<file path="src/rtl/mc_ctrl_pkg.sv">
// rtl/mc_ctrl_pkg.sv - shared types and constants for the multicycle MIPS control unit (MC_CTRL_ADDI_EN adds addi)
package mc_ctrl_pkg;

  typedef enum logic [3:0] {
    S_FETCH   = 4'd0,
    S_DECODE  = 4'd1,
    S_MEMADR  = 4'd2,
    S_MEMRD   = 4'd3,
    S_MEMWB   = 4'd4,
    S_MEMWR   = 4'd5,
    S_EXECUTE = 4'd6,
    S_ALUWB   = 4'd7,
    S_BRANCH  = 4'd8,
`ifdef MC_CTRL_ADDI_EN
    S_ADDIEX  = 4'd10,
    S_ADDIWB  = 4'd11,
`endif
    S_JUMP    = 4'd9
  } state_t;

  typedef enum logic [1:0] {
    ALU_OP_ADD   = 2'b00,
    ALU_OP_SUB   = 2'b01,
    ALU_OP_FUNCT = 2'b10
  } alu_op_t;

  localparam logic [5:0] OP_RTYPE = 6'b000000;
  localparam logic [5:0] OP_LW    = 6'b100011;
  localparam logic [5:0] OP_SW    = 6'b101011;
  localparam logic [5:0] OP_BEQ   = 6'b000100;
  localparam logic [5:0] OP_ADDI  = 6'b001000;
  localparam logic [5:0] OP_J     = 6'b000010;

  localparam logic [5:0] FN_ADD = 6'b100000;
  localparam logic [5:0] FN_SUB = 6'b100010;
  localparam logic [5:0] FN_AND = 6'b100100;
  localparam logic [5:0] FN_OR  = 6'b100101;
  localparam logic [5:0] FN_SLT = 6'b101010;

  localparam logic [2:0] ALU_AND = 3'b000;
  localparam logic [2:0] ALU_OR  = 3'b001;
  localparam logic [2:0] ALU_ADD = 3'b010;
  localparam logic [2:0] ALU_SUB = 3'b110;
  localparam logic [2:0] ALU_SLT = 3'b111;

  function automatic logic op_supported(input logic [5:0] op);
    case (op)
      OP_RTYPE, OP_LW, OP_SW, OP_BEQ, OP_J: op_supported = 1'b1;
`ifdef MC_CTRL_ADDI_EN
      OP_ADDI:                              op_supported = 1'b1;
`endif
      default:                              op_supported = 1'b0;
    endcase
  endfunction

endpackage

</file>
<file path="src/rtl/mc_controller_if.sv">
// rtl/mc_controller_if.sv - control bus between the multicycle controller and the datapath
interface mc_controller_if (
  input logic clk,
  input logic rst_n
);
  logic [5:0] op;
  logic [5:0] funct;
  logic       zero;
  logic       mem_ready;
  logic       iord;
  logic       mem_write;
  logic       ir_write;
  logic       reg_dst;
  logic       mem_to_reg;
  logic       reg_write;
  logic       alu_src_a;
  logic [1:0] alu_src_b;
  logic [2:0] alu_ctrl_sig;
  logic [1:0] pc_src;
  logic       pc_en;
  logic       illegal;

  modport slave (
    input  clk, rst_n, op, funct, zero, mem_ready,
    output iord, mem_write, ir_write, reg_dst, mem_to_reg, reg_write,
           alu_src_a, alu_src_b, alu_ctrl_sig, pc_src, pc_en, illegal
  );

  modport master (
    input  clk, rst_n, iord, mem_write, ir_write, reg_dst, mem_to_reg, reg_write,
           alu_src_a, alu_src_b, alu_ctrl_sig, pc_src, pc_en, illegal,
    output op, funct, zero, mem_ready
  );
endinterface

</file>
<file path="src/rtl/mc_alu_dec.sv">
// rtl/mc_alu_dec.sv - ALU control decode from alu_op and funct
module mc_alu_dec
  import mc_ctrl_pkg::*;
(
  input  alu_op_t    alu_op,
  input  logic [5:0] funct,
  output logic [2:0] alu_ctrl_sig,
  output logic       bad_funct
);

  always_comb begin
    alu_ctrl_sig = ALU_ADD;
    bad_funct    = 1'b0;
    case (alu_op)
      ALU_OP_SUB: alu_ctrl_sig = ALU_SUB;
      ALU_OP_FUNCT: begin
        case (funct)
          FN_ADD:  alu_ctrl_sig = ALU_ADD;
          FN_SUB:  alu_ctrl_sig = ALU_SUB;
          FN_AND:  alu_ctrl_sig = ALU_AND;
          FN_OR:   alu_ctrl_sig = ALU_OR;
          FN_SLT:  alu_ctrl_sig = ALU_SLT;
          default: bad_funct    = 1'b1;
        endcase
      end
      default: alu_ctrl_sig = ALU_ADD;
    endcase
  end

endmodule

</file>
<file path="src/rtl/mc_controller.sv">
// rtl/mc_controller.sv - multicycle MIPS control FSM; MC_CTRL_ADDI_EN enables addi decode
module mc_controller
  import mc_ctrl_pkg::*;
(
  mc_controller_if.slave ctrl_bus
);

  state_t  state;
  alu_op_t alu_op;
  logic    pc_write;
  logic    branch;
  logic    bad_funct;

  always_ff @(posedge ctrl_bus.clk) begin
    if (!ctrl_bus.rst_n) begin
      state <= S_FETCH;
    end else begin
      case (state)
        S_FETCH:   if (ctrl_bus.mem_ready) state <= S_DECODE;
        S_DECODE: begin
          case (ctrl_bus.op)
            OP_LW, OP_SW: state <= S_MEMADR;
            OP_RTYPE:     state <= S_EXECUTE;
            OP_BEQ:       state <= S_BRANCH;
`ifdef MC_CTRL_ADDI_EN
            OP_ADDI:      state <= S_ADDIEX;
`endif
            OP_J:         state <= S_JUMP;
            default:      state <= S_FETCH;
          endcase
        end
        S_MEMADR:  state <= (ctrl_bus.op == OP_LW) ? S_MEMRD : S_MEMWR;
        S_MEMRD:   if (ctrl_bus.mem_ready) state <= S_MEMWB;
        S_MEMWR:   if (ctrl_bus.mem_ready) state <= S_FETCH;
        S_EXECUTE: state <= bad_funct ? S_FETCH : S_ALUWB;
`ifdef MC_CTRL_ADDI_EN
        S_ADDIEX:  state <= S_ADDIWB;
`endif
        default:   state <= S_FETCH;
      endcase
    end
  end

  // alu_op is kept apart from the main decode so bad_funct feeds back without a comb loop
  always_comb begin
    alu_op = ALU_OP_ADD;
    if (ctrl_bus.rst_n) begin
      case (state)
        S_EXECUTE: alu_op = ALU_OP_FUNCT;
        S_BRANCH:  alu_op = ALU_OP_SUB;
        default:   alu_op = ALU_OP_ADD;
      endcase
    end
  end

  mc_alu_dec u_alu_dec (
    .alu_op       (alu_op),
    .funct        (ctrl_bus.funct),
    .alu_ctrl_sig (ctrl_bus.alu_ctrl_sig),
    .bad_funct    (bad_funct)
  );

  always_comb begin
    ctrl_bus.iord       = 1'b0;
    ctrl_bus.mem_write  = 1'b0;
    ctrl_bus.ir_write   = 1'b0;
    ctrl_bus.reg_dst    = 1'b0;
    ctrl_bus.mem_to_reg = 1'b0;
    ctrl_bus.reg_write  = 1'b0;
    ctrl_bus.alu_src_a  = 1'b0;
    ctrl_bus.alu_src_b  = 2'b00;
    ctrl_bus.pc_src     = 2'b00;
    ctrl_bus.illegal    = 1'b0;
    pc_write            = 1'b0;
    branch              = 1'b0;
    case (state)
      S_FETCH: begin
        ctrl_bus.alu_src_b = 2'b01;
        ctrl_bus.ir_write  = ctrl_bus.mem_ready;
        pc_write           = ctrl_bus.mem_ready;
      end
      S_DECODE: begin
        ctrl_bus.alu_src_b = 2'b11;
        ctrl_bus.illegal   = !op_supported(ctrl_bus.op);
      end
      S_MEMADR: begin
        ctrl_bus.alu_src_a = 1'b1;
        ctrl_bus.alu_src_b = 2'b10;
      end
      S_MEMRD: ctrl_bus.iord = 1'b1;
      S_MEMWB: begin
        ctrl_bus.mem_to_reg = 1'b1;
        ctrl_bus.reg_write  = 1'b1;
      end
      S_MEMWR: begin
        ctrl_bus.iord      = 1'b1;
        ctrl_bus.mem_write = 1'b1;
      end
      S_EXECUTE: begin
        ctrl_bus.alu_src_a = 1'b1;
        ctrl_bus.illegal   = bad_funct;
      end
      S_ALUWB: begin
        ctrl_bus.reg_dst   = 1'b1;
        ctrl_bus.reg_write = 1'b1;
      end
      S_BRANCH: begin
        ctrl_bus.alu_src_a = 1'b1;
        ctrl_bus.pc_src    = 2'b01;
        branch             = 1'b1;
      end
`ifdef MC_CTRL_ADDI_EN
      S_ADDIEX: begin
        ctrl_bus.alu_src_a = 1'b1;
        ctrl_bus.alu_src_b = 2'b10;
      end
      S_ADDIWB: ctrl_bus.reg_write = 1'b1;
`endif
      S_JUMP: begin
        ctrl_bus.pc_src = 2'b10;
        pc_write        = 1'b1;
      end
      default: ctrl_bus.alu_src_b = 2'b01;
    endcase

    // Held in reset: FETCH selects with every strobe quiet, whatever state is still registered
    if (!ctrl_bus.rst_n) begin
      ctrl_bus.iord       = 1'b0;
      ctrl_bus.mem_write  = 1'b0;
      ctrl_bus.ir_write   = 1'b0;
      ctrl_bus.reg_dst    = 1'b0;
      ctrl_bus.mem_to_reg = 1'b0;
      ctrl_bus.reg_write  = 1'b0;
      ctrl_bus.alu_src_a  = 1'b0;
      ctrl_bus.alu_src_b  = 2'b01;
      ctrl_bus.pc_src     = 2'b00;
      ctrl_bus.illegal    = 1'b0;
      pc_write            = 1'b0;
      branch              = 1'b0;
    end
  end

  assign ctrl_bus.pc_en = pc_write | (branch & ctrl_bus.zero);

endmodule

</file>
<file path="src/flat_wrapper.sv">
// flat-port wrapper written by rule: the top's interface ports become plain ports
module mc_controller_flat import mc_ctrl_pkg::*;
  (clk, rst_n, ctrl_bus_op, ctrl_bus_funct, ctrl_bus_zero, ctrl_bus_mem_ready, ctrl_bus_iord, ctrl_bus_mem_write, ctrl_bus_ir_write, ctrl_bus_reg_dst, ctrl_bus_mem_to_reg, ctrl_bus_reg_write, ctrl_bus_alu_src_a, ctrl_bus_alu_src_b, ctrl_bus_alu_ctrl_sig, ctrl_bus_pc_src, ctrl_bus_pc_en, ctrl_bus_illegal);
  mc_controller_if ctrl_bus_i (.clk(clk), .rst_n(rst_n));
  input wire logic clk;
  input wire logic rst_n;
  input wire logic [$bits(ctrl_bus_i.op)-1:0] ctrl_bus_op;
  input wire logic [$bits(ctrl_bus_i.funct)-1:0] ctrl_bus_funct;
  input wire logic [$bits(ctrl_bus_i.zero)-1:0] ctrl_bus_zero;
  input wire logic [$bits(ctrl_bus_i.mem_ready)-1:0] ctrl_bus_mem_ready;
  output wire logic [$bits(ctrl_bus_i.iord)-1:0] ctrl_bus_iord;
  output wire logic [$bits(ctrl_bus_i.mem_write)-1:0] ctrl_bus_mem_write;
  output wire logic [$bits(ctrl_bus_i.ir_write)-1:0] ctrl_bus_ir_write;
  output wire logic [$bits(ctrl_bus_i.reg_dst)-1:0] ctrl_bus_reg_dst;
  output wire logic [$bits(ctrl_bus_i.mem_to_reg)-1:0] ctrl_bus_mem_to_reg;
  output wire logic [$bits(ctrl_bus_i.reg_write)-1:0] ctrl_bus_reg_write;
  output wire logic [$bits(ctrl_bus_i.alu_src_a)-1:0] ctrl_bus_alu_src_a;
  output wire logic [$bits(ctrl_bus_i.alu_src_b)-1:0] ctrl_bus_alu_src_b;
  output wire logic [$bits(ctrl_bus_i.alu_ctrl_sig)-1:0] ctrl_bus_alu_ctrl_sig;
  output wire logic [$bits(ctrl_bus_i.pc_src)-1:0] ctrl_bus_pc_src;
  output wire logic [$bits(ctrl_bus_i.pc_en)-1:0] ctrl_bus_pc_en;
  output wire logic [$bits(ctrl_bus_i.illegal)-1:0] ctrl_bus_illegal;
  assign ctrl_bus_i.op = ctrl_bus_op;
  assign ctrl_bus_i.funct = ctrl_bus_funct;
  assign ctrl_bus_i.zero = ctrl_bus_zero;
  assign ctrl_bus_i.mem_ready = ctrl_bus_mem_ready;
  assign ctrl_bus_iord = ctrl_bus_i.iord;
  assign ctrl_bus_mem_write = ctrl_bus_i.mem_write;
  assign ctrl_bus_ir_write = ctrl_bus_i.ir_write;
  assign ctrl_bus_reg_dst = ctrl_bus_i.reg_dst;
  assign ctrl_bus_mem_to_reg = ctrl_bus_i.mem_to_reg;
  assign ctrl_bus_reg_write = ctrl_bus_i.reg_write;
  assign ctrl_bus_alu_src_a = ctrl_bus_i.alu_src_a;
  assign ctrl_bus_alu_src_b = ctrl_bus_i.alu_src_b;
  assign ctrl_bus_alu_ctrl_sig = ctrl_bus_i.alu_ctrl_sig;
  assign ctrl_bus_pc_src = ctrl_bus_i.pc_src;
  assign ctrl_bus_pc_en = ctrl_bus_i.pc_en;
  assign ctrl_bus_illegal = ctrl_bus_i.illegal;
  mc_controller u_core (.ctrl_bus(ctrl_bus_i));
endmodule
</file>
<file path="config.mk">
export PLATFORM = sky130hd
export DESIGN_NAME = mc_controller_flat
export DESIGN_NICKNAME = d
export VERILOG_FILES = /design/src/rtl/mc_ctrl_pkg.sv /design/src/rtl/mc_controller_if.sv /design/src/rtl/mc_alu_dec.sv /design/src/rtl/mc_controller.sv /design/src/flat_wrapper.sv
export SDC_FILE = /design/constraint.sdc
export NUM_CORES = 1
export LEC_CHECK = 0
export ABC_AREA = 1
export BUFFER_PORTS_ARGS = -buffer_cell sky130_fd_sc_hd__buf_2
export CORE_MARGIN = 4
export CORE_UTILIZATION = 25
export DETAILED_ROUTE_END_ITERATION = 10
export PLACE_DENSITY = 0.47
export SLEW_MARGIN = 0
export SYNTH_ARGS = -nofsm -noshare
export SYNTH_HDL_FRONTEND = slang
export SYNTH_SLANG_ARGS = --single-unit
</file>
<file path="constraint.sdc">
create_clock -name clk -period 2.7 [get_ports clk]
set_clock_uncertainty 0.15 [all_clocks]
set_input_delay 0.54 -clock clk [delete_from_list [all_inputs] [get_ports clk]]
set_output_delay 0.54 -clock clk [all_outputs]
set_load 0.01 [all_outputs]
</file>
==> impl_metrics.yaml <==
critical_path:
  worstSetupEndpointType: "output port"
  path_delay_family: "compound AO/OA/AOI/OAI gates"
  r2r_end: "u_core.state[2]"
  crit_fanout: 5
  critPathMaxStageDelay_ps: 310
  crit_slowest_cell: "dfxtp_1"
  crit_chain: "buf_4 -> or2_4 -> nor2_4 -> inv_1 -> ha_1 -> a31o_4 -> a211o_1 -> buf_2"
  crit_required_ps: 2010
  ff2ff_path_depth: 11
  worstPathArrival_ps: 1910
  cp_num_buf_inv: 3
  r2r-start: "u_core.state[0]"
  r2r_setup_slack_ps: 800
  criticalPathCategory: "reg2out"
  worst_setup_path_start_kind: "flop"
placed_design:
  place_area_um2: 866
  gp_congestion: 0.790
  dpl.hpwl_um: 1620
  port_buffers: 31
layout:
  largest_registers: "u_core.state: 4 flops"
  stdcell_area_um2: 946
  largest_reg_flops: 4
  drive_gt1_share_pct: 35.7
  area_growth_pct: 45.4
  diodes: 0
  largest-register: "u_core.state"
  num-nets-final: 188
  fill_cells: 294
sta:
  period_share_pct: 96.2
  final_max_slew_viol_count: 0
  slew_headroom_pct: 71.0
  setup_viol: 0
  finalWorstPathRequiredPeriod_ps: 2600
  hold_viol: 0
  max_freq_ghz: 0.385
  tightest_slew_ps: 430
  setup-tns-final_ps: 0
detailed_routing:
  wl_per_cell_um: 9.61
  drt_iter0_drc: 35
  route.detailed.drc: 0
  dr.pass1.iters: 4
  vias: 879
  wirelength_um: 1900
  routed_via_density: 4.44
  ant_nets: 0
clock_network:
  clk_latency_ps: 240
  cts-root-buf: "clkbuf_4"
  numCtsBuffers: 3
  clk_pin_slew_worst_paths_ps: 40
  cts_max_level: 1
  clock_sinks: 4
  cts_tree: "built"
  clockBufferDepth: 2
outcome:
  outcome: "complete, no violations"
min_path:
  min_from: "rst_n"
  min_to: "u_core.state[1]"
  hold_path.class: "in2reg"
  whs_path_depth: 3
synth:
  syn_area_per_cell_um2: 5.04
  ys_seq_area_share_pct: 12.3
  netlist_instances: 129
  ys_types: 22
  yosysWarnings: 0
  synth-seq-cells: 4
  synth_nets: 147
  syn_area_um2: 651
power:
  switching_share_pct: 31.9
  clkPwrFrac_pct: 37.3
  p_leak_nw: 0.528
  internal-power_w: 0.000135
  powerDensity_nw_per_um2: 209
  vdd_drop_max_uv: 310
  pwr-share-comb_pct: 31.7
  p_switching_w: 0.0000631
  p_seq_share_pct: 31.0
global_routing:
  gr-total-overflow: 0
  track_usage_pct: 11.6
  grt_pass1_wl_um: 3160
  antenna_found_initial: 0
  grt_max_degree: 10
  grt_pass1_vias: 806
die:
  die_area_um2: 3480
  die_h_um: 59.0
  design.core.area_um2: 2480
  placementRows: 18
  die_w_um: 59.0
  initial_utilization_pct: 26.3
  io_pins: 32
flow_run:
  cap_violations: 0
worst max path at each step:
stage / startpoint / end / slack (ps) / depth (start not counted)
final: u_core.state[0] / ctrl_bus_alu_ctrl_sig[1] / 100 / 8
after global routing: u_core.state[3] / ctrl_bus_alu_ctrl_sig[1] / -2 / 11
after CTS: u_core.state[3] / ctrl_bus_alu_ctrl_sig[1] / 10 / 11
after detailed placement: u_core.state[3] / ctrl_bus_alu_ctrl_sig[1] / 110 / 11
after global placement: rst_n / ctrl_bus_alu_ctrl_sig[1] / 190 / 8
after floorplan: u_core.state[3] / ctrl_bus_alu_ctrl_sig[1] / 370 / 10
metrics by stage:
stage	power [W]	worst slack [ps]	util, %	hold WS (ps)	std cells
4_1_cts	0.000200	10.1	36.5	437	197
3_5_place_dp	0.000124	109	34.9	561	193
3_3_place_gp	0.000124	195	34.9	583	193
5_1_grt	0.000217	-1.81	38.2	460	198
2_1_floorplan	0.0000952	367	-	479	129
6_report	0.000198	103	38.2	440	198
cells in the mapped netlist:
| master | n | share of area [%] |
|---|---|---|
| nor2_1 | 30 | 17 |
| nand2_1 | 27 | 16 |
| inv_1 | 26 | 15 |
| nand3_1 | 10 | 7.7 |
| a21oi_1 | 8 | 6.2 |
| dfxtp_1 | 4 | 12 |
| inv_2 | 4 | 2.3 |
| a31oi_1 | 2 | 1.9 |
| ha_1 | 2 | 3.8 |
| nor2_4 | 2 | 3.5 |
| nor3_1 | 2 | 1.5 |
| o21ai_0 | 2 | 1.5 |
| a211o_1 | 1 | 1.3 |
| a31o_2 | 1 | 1.3 |
| and2_1 | 1 | 0.96 |
| and3_1 | 1 | 0.96 |
| nor4_1 | 1 | 0.96 |
| o211ai_1 | 1 | 1.2 |
| o21ai_1 | 1 | 0.77 |
| o21ai_2 | 1 | 1.3 |
| o31ai_1 | 1 | 1.2 |
| or2_4 | 1 | 1.3 |
per-layer routing:
layer  global-route usage (%)  vias to the layer above  part of all wire (%)
met2                     18.3                       24                    44
met1                     15.5                      375                    49
met5                        0                        -                     0
li1                         -                      480                     -
met4                     2.59                        0                     0
met3                     3.27                        0                   7.6
worst min-delay path, cell delays in order:
cell     delay (ps)
buf_2           140
nand2_1          70
inv_1            30
repair_timing:
item,in CTS,in global routing
buffers inserted,1,1
hold buffers,0,0
endpoints found under the setup margin,1,2
pin swaps,2,4
resized for setup,5,12
cell type report:
class                           instances  area, µm²  area share, %
Clock buffer                            3       22.5           2.38
Inverter                               30        115           12.2
Multi-Input combinational cell         95        492           52.0
Sequential cell                         4       86.3           9.13
Tap cell                               30       37.5           3.97
Timing Repair Buffer                   36        193           20.4
placed cells by master, fill, tap and decap left out, drive strengths merged:
master	synthesis	routed
a211o	1	1
a21oi	8	8
a31o	1	1
a31oi	2	2
and2	1	1
and3	1	1
buf	0	36
clkbuf	0	3
dfxtp	4	4
ha	2	2
inv	30	30
nand2	27	27
nand3	10	10
nor2	32	32
nor3	2	2
nor4	1	1
o211ai	1	1
o21ai	4	4
o31ai	1	1
or2	1	1
cells by family (layout without fill, tap and decap cells):
kind of cell,Yosys count,after routing,synth area share (%)
compound gates,18,18,16.7
fa+ha+maj,2,2,3.85
buf+inv,30,69,17.3
flops,4,4,12.3
simple gates,75,75,49.8
power groups by stage:
stage	Combinational, W	Sequential [W]	Clock, W
2_1_floorplan	0.0000316	0.0000636	0
3_3_place_gp	0.0000613	0.0000628	0
3_5_place_dp	0.0000612	0.0000627	0
4_1_cts	0.0000624	0.0000611	0.0000769
5_1_grt	0.0000712	0.0000614	0.0000849
6_report	0.0000626	0.0000614	0.0000736
Power figures use the tool's default switching activity.
